## config.mk

```make
export PLATFORM = sky130hd
export DESIGN_NAME = mpf_vtp_lookup_rob
export DESIGN_NICKNAME = d
export VERILOG_FILES = /design/src/rtl/mpf_vtp_lookup_rob.sv
export SDC_FILE = /design/constraint.sdc
export NUM_CORES = 2
export LEC_CHECK = 0
export CORE_MARGIN = 5
export CORE_UTILIZATION = 35
export CTS_CLUSTER_SIZE = 28
export DETAILED_ROUTE_END_ITERATION = 10
export PLACE_DENSITY = 0.59
export SETUP_SLACK_MARGIN = 0.02
export SLEW_MARGIN = 5
export SYNTH_ARGS = -nofsm -noshare
export SYNTH_HDL_FRONTEND = slang
export SYNTH_SLANG_ARGS = --single-unit
```

## constraint.sdc

```tcl
create_clock -name clk -period 7.7 [get_ports clk]
set_input_delay 1.54 -clock clk [delete_from_list [all_inputs] [get_ports clk]]
set_output_delay 1.54 -clock clk [all_outputs]
set_load 0.03 [all_outputs]
```

## src/rtl/mpf_vtp_lookup_rob.sv

```systemverilog
// mpf_vtp_lookup_rob: tag allocator and response reorder buffer for VTP page lookups.
// svc_req = {pageVA, isSpeculative, tag}; svc_rsp/rsp = {tag, pagePA, error, isBigPage, mayCache}.
module mpf_vtp_lookup_rob #(
    parameter int N_ENTRIES = 32,
    parameter bit IN_ORDER  = 1'b1,
    parameter int META_BITS = 8,
    parameter int VA_BITS   = 36,
    parameter int PA_BITS   = 28,
    parameter int TAG_BITS  = 6
) (
    input  logic                          clk,
    input  logic                          reset,
    input  logic                          req_en_i,
    input  logic [VA_BITS-1:0]            req_pageVA_i,
    input  logic                          req_isSpeculative_i,
    input  logic [META_BITS-1:0]          req_meta_i,
    output logic                          req_rdy_o,
    output logic                          svc_req_en_o,
    output logic [VA_BITS+TAG_BITS:0]     svc_req_o,
    input  logic                          svc_rsp_en_i,
    input  logic [TAG_BITS+PA_BITS+2:0]   svc_rsp_i,
    output logic                          rsp_valid_o,
    output logic [TAG_BITS+PA_BITS+2:0]   rsp_o,
    output logic [META_BITS-1:0]          rsp_meta_o,
    input  logic                          rsp_deq_i,
    output logic [$clog2(N_ENTRIES):0]    n_outstanding_o,
    output logic                          err_bad_tag_o
);
    localparam int IW   = $clog2(N_ENTRIES);
    localparam int PL_W = PA_BITS + 3;

    logic [N_ENTRIES-1:0]          busy_q, busy_d, done_q, done_d;
    logic [META_BITS-1:0]          meta_q [N_ENTRIES];
    logic [META_BITS-1:0]          meta_d [N_ENTRIES];
    logic [PL_W-1:0]               pl_q [N_ENTRIES];
    logic [PL_W-1:0]               pl_d [N_ENTRIES];
    logic [IW-1:0]                 head_q, head_d, tail_q, tail_d, sel_q, sel_d, alloc, rsp_idx;
    logic [IW:0]                   cnt_q, cnt_d;
    logic [TAG_BITS-1:0]           rsp_tag;
    logic                          acc, deq, rsp_ok, hold, nvalid;
    logic                          rdy_q, svc_req_en_q, rsp_valid_q, err_q;
    logic [VA_BITS+TAG_BITS:0]     svc_req_q;
    logic [TAG_BITS+PA_BITS+2:0]   rsp_q;
    logic [META_BITS-1:0]          rsp_meta_q;

    always_comb begin
        acc     = req_en_i & rdy_q;
        deq     = rsp_deq_i & rsp_valid_q;
        hold    = rsp_valid_q & ~rsp_deq_i;
        rsp_tag = svc_rsp_i[PL_W +: TAG_BITS];
        rsp_idx = rsp_tag[IW-1:0];
        rsp_ok  = svc_rsp_en_i && (32'(rsp_tag) < N_ENTRIES) && busy_q[rsp_idx] && !done_q[rsp_idx];
        // Allocation looks only at registered busy, so a slot freed this cycle waits one cycle.
        alloc = tail_q;
        if (!IN_ORDER)
            for (int i = N_ENTRIES - 1; i >= 0; i--)
                if (!busy_q[i]) alloc = IW'(i);
        busy_d = busy_q;
        done_d = done_q;
        meta_d = meta_q;
        pl_d   = pl_q;
        if (deq) begin
            busy_d[sel_q] = 1'b0;
            done_d[sel_q] = 1'b0;
        end
        if (acc) begin
            busy_d[alloc] = 1'b1;
            meta_d[alloc] = req_meta_i;
        end
        if (rsp_ok) begin
            done_d[rsp_idx] = 1'b1;
            pl_d[rsp_idx]   = svc_rsp_i[PL_W-1:0];
        end
        head_d = head_q + IW'(deq);
        tail_d = tail_q + IW'(acc);
        cnt_d  = cnt_q + (IW+1)'(acc) - (IW+1)'(deq);
        // Selection uses next-state done so a response can present the cycle after it arrives.
        sel_d = head_d;
        if (!IN_ORDER)
            for (int i = N_ENTRIES - 1; i >= 0; i--)
                if (done_d[i]) sel_d = IW'(i);
        nvalid = done_d[sel_d];
    end

    always_ff @(posedge clk or posedge reset) begin
        if (reset) begin
            busy_q       <= '0;
            done_q       <= '0;
            head_q       <= '0;
            tail_q       <= '0;
            cnt_q        <= '0;
            rdy_q        <= 1'b0;
            svc_req_en_q <= 1'b0;
            svc_req_q    <= '0;
            err_q        <= 1'b0;
            rsp_valid_q  <= 1'b0;
            sel_q        <= '0;
            rsp_q        <= '0;
            rsp_meta_q   <= '0;
        end else begin
            busy_q       <= busy_d;
            done_q       <= done_d;
            head_q       <= head_d;
            tail_q       <= tail_d;
            cnt_q        <= cnt_d;
            rdy_q        <= cnt_d != (IW+1)'(N_ENTRIES);
            svc_req_en_q <= acc;
            if (acc) svc_req_q <= {req_pageVA_i, req_isSpeculative_i, TAG_BITS'(alloc)};
            err_q        <= err_q | (svc_rsp_en_i & ~rsp_ok);
            if (!hold) begin
                rsp_valid_q <= nvalid;
                sel_q       <= sel_d;
                rsp_q       <= nvalid ? {TAG_BITS'(sel_d), pl_d[sel_d]} : '0;
                rsp_meta_q  <= nvalid ? meta_d[sel_d] : '0;
            end
        end
    end

    always_ff @(posedge clk) begin
        meta_q <= meta_d;
        pl_q   <= pl_d;
    end

    assign req_rdy_o       = rdy_q;
    assign svc_req_en_o    = svc_req_en_q;
    assign svc_req_o       = svc_req_q;
    assign rsp_valid_o     = rsp_valid_q;
    assign rsp_o           = rsp_q;
    assign rsp_meta_o      = rsp_meta_q;
    assign n_outstanding_o = cnt_q;
    assign err_bad_tag_o   = err_q;
endmodule
```

-- Word level (Yosys, flattened, before mapping)
Cells that the tools add are included.
- $add $sub $neg: 4
- multiply operators: 0
- divide/modulo/power cells: 0
- order comparisons: 13
- equal/unequal tests: 1
- shift operators: 0
- mux-type cells: 32
- bitwise logic cells: 15
- reductions and logical operators: 9
- operators by type and width (cell ; number):
    bitwise mux 992 bit ; 1
    two-way mux 992 bit ; 1
    bitwise mux 256 bit ; 1
    two-way mux 256 bit ; 1
    binary-select mux 31 bit (select 5 bit) ; 1
    demux 31 bit (select 5 bit) ; 1
    two-way mux 32 bit ; 4
    two-way mux 31 bit ; 3
    AND 32 bit ; 2
    OR 32 bit ; 2
    binary-select mux 8 bit (select 5 bit) ; 1
    demux 8 bit (select 5 bit) ; 1
    two-way mux 36 bit ; 1
    two-way mux 8 bit ; 4
    NOT 32 bit ; 1
    less-than comparator 5 x 6 -> 1 bit, second input constant ; 4
    >= comparator 6 bit, second input constant ; 3
    NOT 5 -> 6 bit ; 3
    binary-select mux 1 bit (select 5 bit) ; 3
    demux 1 bit (select 5 bit) ; 3
    >= comparator 5 x 1 -> 1 bit, second input constant ; 3
    less-than comparator 6 x 1 -> 1 bit, second input constant ; 2
    adder 5 x 1 -> 5 bit ; 2
    logical AND 1 bit ; 8
    other kinds (9) ; 18
- register bits: 1424
- latch bits: 0
- memory bits (writable): 0
- memory bits (read-only): 0
- word-level logic and storage cells: 151
- memories: 0

-- Longest topological paths before layout
- word-level depth: 12
- gate-level depth with buffers: 20
- gate-level depth less buffers: 13

-- Worst setup path after synthesis
Ideal clock, no wire load.
- path type: input to register
- start: input svc_rsp_i[32]
- end: register rsp_q[12] (netlist: rsp_o[12])
- arrival: 5329 ps
- required time: 7579 ps
- setup slack: 2250 ps
- stages: 14
- path through: buf_6 -> buf_6 -> mux4_2 -> a22o_1 -> or3_1 -> buf_2 -> nor4_1 -> clkbuf_1 -> buf_2 -> mux2_2 -> a221oi_1 -> nand4_1 -> a32o_1 -> a22o_1
- RTL lines (what ; RTL line ; source):
    start: declaration ; 21 ; input logic [TAG_BITS+PA_BITS+2:0] svc_rsp_i,
    end signal: assignment ; 113 ; rsp_q <= nvalid ? {TAG_BITS'(sel_d), pl_d[sel_d]} : '0;
    end: declaration ; 43 ; logic [TAG_BITS+PA_BITS+2:0] rsp_q;

==> flow_metrics.env <==
export IMPL_pre_cts_slack_ns=0.8782
export IMPL_clock_latency_ns=0.80
export IMPL_wl_per_cell_um=24.20
export IMPL_ys_flop_type="dfxtp_1"
export IMPL_max_freq_mhz=166.3
export IMPL_io_buffers=182
export IMPL_crit_path_cell_trace="clkdlybuf4s50_1 -> or3b_1 -> o22a_1 -> o21ai_1 -> or3_1 -> buf_4 -> or3_2 -> mux2_2 -> a21oi_1 -> a21oi_1 -> a211o_1 -> a32o_1 -> a22o_1"
export IMPL_drive_gt1_share_pct=25.72
export IMPL_h_tree_depth=4
export IMPL_p_leak_nw=29.26
export IMPL_worst_setup_path_type="input pin to flip-flop"
export IMPL_cpMostUsedCell="a21oi_1"
export IMPL_track_usage_pct=21.40
export IMPL_cp_slowest_stage_delay_ns=0.83
export IMPL_die_h_um=419.7
export IMPL_postSynthCellCount=5638
export IMPL_endpoint_kind="flip-flop"
export IMPL_period_share_pct=78.07
export IMPL_synth_edf_count=0
export IMPL_hp_class="flip-flop to flip-flop"
export IMPL_clockBufferDepth=3
export IMPL_gp_congestion=0.8971
export IMPL_ys_seq_area_share_pct=49.98
export IMPL_rsz0062_at_grt="false"
export IMPL_finalSetupTns_ns=0
export IMPL_cts_sinks=1423
export IMPL_clk_pin_slew_worst_paths_ns=0.06
export IMPL_drc_errors=0
export IMPL_cts_inserted_buffers=154
export IMPL_start_kind="input pin"
export IMPL_initial_core_util_pct=35.17
export IMPL_fp_dieW_um=419.7
export IMPL_cts_resized=0
export IMPL_peakVddDrop_uv=324.9
export IMPL_arrival_ns=6.68
export IMPL_netlist_area_um2=58750
export IMPL_post_synth_cell_area_avg_um2=10.42
export IMPL_core_area_um2=167000
export IMPL_vias=43900
export IMPL_worst_slack_ns=1.688
export IMPL_slew_violations=0
export IMPL_hold_slack_ns=0.4305
export IMPL_grt_overflow=0
export IMPL_fillers=16110
export IMPL_final_common_cell="dfxtp_1"
export IMPL_p_total_mw=27.33
export IMPL_drt_first_pass_iters=6
export IMPL_hpwl_um=122700
export IMPL_tightestPinTransition_ns=1.307
export IMPL_crit_required_ns=8.37
export IMPL_cts_setup_buffers=0
export IMPL_final_hold_violation_count=0
export IMPL_synth_seq_cells=1423
export IMPL_worst_path_max_delay_cell="or3_2"
export IMPL_critical_path_max_fanout=25
export IMPL_tritoncts="built"
export IMPL_clockRootBuffer="clkbuf_16"
export IMPL_clock_skew_ns=0.04858
export IMPL_yosysWarningCount=0
export IMPL_drtIter0Drc=3577
export IMPL_grt_max_degree=103
export IMPL_r2r_slack_ns=2.89
export IMPL_routed_via_density=5.480
export IMPL_ant_nets=0
export IMPL_setup_violations_final=0
export IMPL_slew_headroom_pct=12.54
export IMPL_postSynth_asyncResetShare_pct=12.30
export IMPL_dieArea_um2=176200
export IMPL_outcome="finished, final reports clean"
export IMPL_cts_hold_fix_buffers=0
export IMPL_rows=150
export IMPL_cellPowerDensity_nw_per_um2=400.4
export IMPL_antenna_found_initial=3
export IMPL_area_delta_synth_final_pct=16.18
export IMPL_grt_pass1_wl_um=284700
export IMPL_ys_types=79
export IMPL_drt_wl_total_um=193800
export IMPL_ios=185
export IMPL_max_cap_violations=0
export IMPL_layout_common_cells="dfxtp_1 (1248), nand2_1 (1050), mux2_2 (970)"
export IMPL_nNetsFinal=5774
export IMPL_grt_pass1_vias=43530
export IMPL_min_period_ns=6.012
==> sequential cells by signal, summed over array words and instances (netlist names), 6 cells and up <==
| register | flops |
|---|---|
| n_outstanding_o | 6 |
| meta_q | 256 |
| svc_req_o | 42 |
| done_q | 32 |
| busy_q | 32 |
| rsp_meta_o | 8 |
| pl_q | 992 |
| rsp_o | 36 |
==> worst paths after layout <==
check / to / start / depth (start not counted)
setup / recovery: rsp_o[25] / svc_rsp_i[33] / 13
hold / removal: pl_q[623] / pl_q[623] / 2
setup reg to reg: rsp_o[1] / rsp_valid_o / 14
hold reg to reg: pl_q[623] / pl_q[623] / 2
max in group asynchronous: rsp_o[16] / reset / 3
min in group asynchronous: svc_req_o[35] / reset / 2
==> metrics by stage <==
step           instances  cell area [um^2]  utilization (%)
6_report            8011             68260            40.87
5_1_grt             8010             68260            40.86
4_1_cts             8008             68250            40.86
3_5_place_dp        7724             63140            37.80
3_3_place_gp        7724             63140            37.80
2_1_floorplan       5639             58760                -
==> logic make-up (layout without fill, tap and decap cells) <==
group / after synthesis / count (layout) / synth area share (%)
and+or+nand+nor: 1529 / 1529 / 11.27
buffers and inverters: 545 / 710 / 3.633
muxes: 1274 / 1274 / 24.41
xor gates and xnor gates: 12 / 12 / 0.1789
other: 1 / 5 / 0.006383
AOI/OAI and AO/OA: 843 / 843 / 10.28
DFF: 1423 / 1423 / 49.98
adders and majority gates: 11 / 11 / 0.2470
==> metal layers <==
metal | vias to the layer above | GRT usage [%] | part of all wire, %
li1 | 20080 | - | -
met3 | 398 | 3.778 | 6.0
met2 | 1450 | 35.74 | 47
met4 | 0 | 9.193 | 4.5
met5 | - | 0 | 0
met1 | 21980 | 27.22 | 42
==> critical path, delay by kind of cell <==
| family | cells | cell delay [ns] |
|---|---|---|
| and+or+nand+nor | 3 | 2.16 |
| AOI/OAI and AO/OA | 7 | 1.50 |
| buffers and inverters | 2 | 1.03 |
| muxes | 1 | 0.43 |
==> synthesized netlist by cell type, types with 39 or more instances <==
master / n / area (um^2)
a211o_1: 39 / 341.6
a21o_1: 55 / 412.9
a21oi_1: 126 / 630.6
a22o_1: 45 / 394.1
a32oi_1: 44 / 385.4
buf_1: 61 / 229.0
clkbuf_1: 378 / 1419
dfrtp_1: 175 / 4379
dfxtp_1: 1248 / 24980
inv_1: 65 / 244.0
mux2_2: 970 / 10920
mux2i_1: 270 / 2703
nand2_1: 1051 / 3945
nand2b_1: 51 / 319.1
nand3_1: 66 / 330.3
nor2_1: 135 / 506.7
o211ai_1: 54 / 405.4
o21ai_0: 159 / 795.8
o22ai_1: 40 / 250.2
==> layout make-up <==
type	instances	area (um^2)	share of cell area (%)
Antenna cell	3	7.507	0.01100
Clock buffer	243	4663	6.832
Clock inverter	41	452.9	0.6635
Inverter	69	275.3	0.4033
Multi-Input combinational cell	3671	27520	40.32
Sequential cell	1423	29360	43.02
Tap cell	2204	2758	4.040
Timing Repair Buffer	357	3218	4.714
==> where the power goes <==
| group | total (mW) | internal (mW) | switching (mW) |
|---|---|---|---|
| sequential | 9.40 | 8.86 | 0.538 |
| clock | 7.45 | 4.35 | 3.11 |
| combinational | 10.5 | 4.09 | 6.38 |
(Power assumes the default switching activity.)
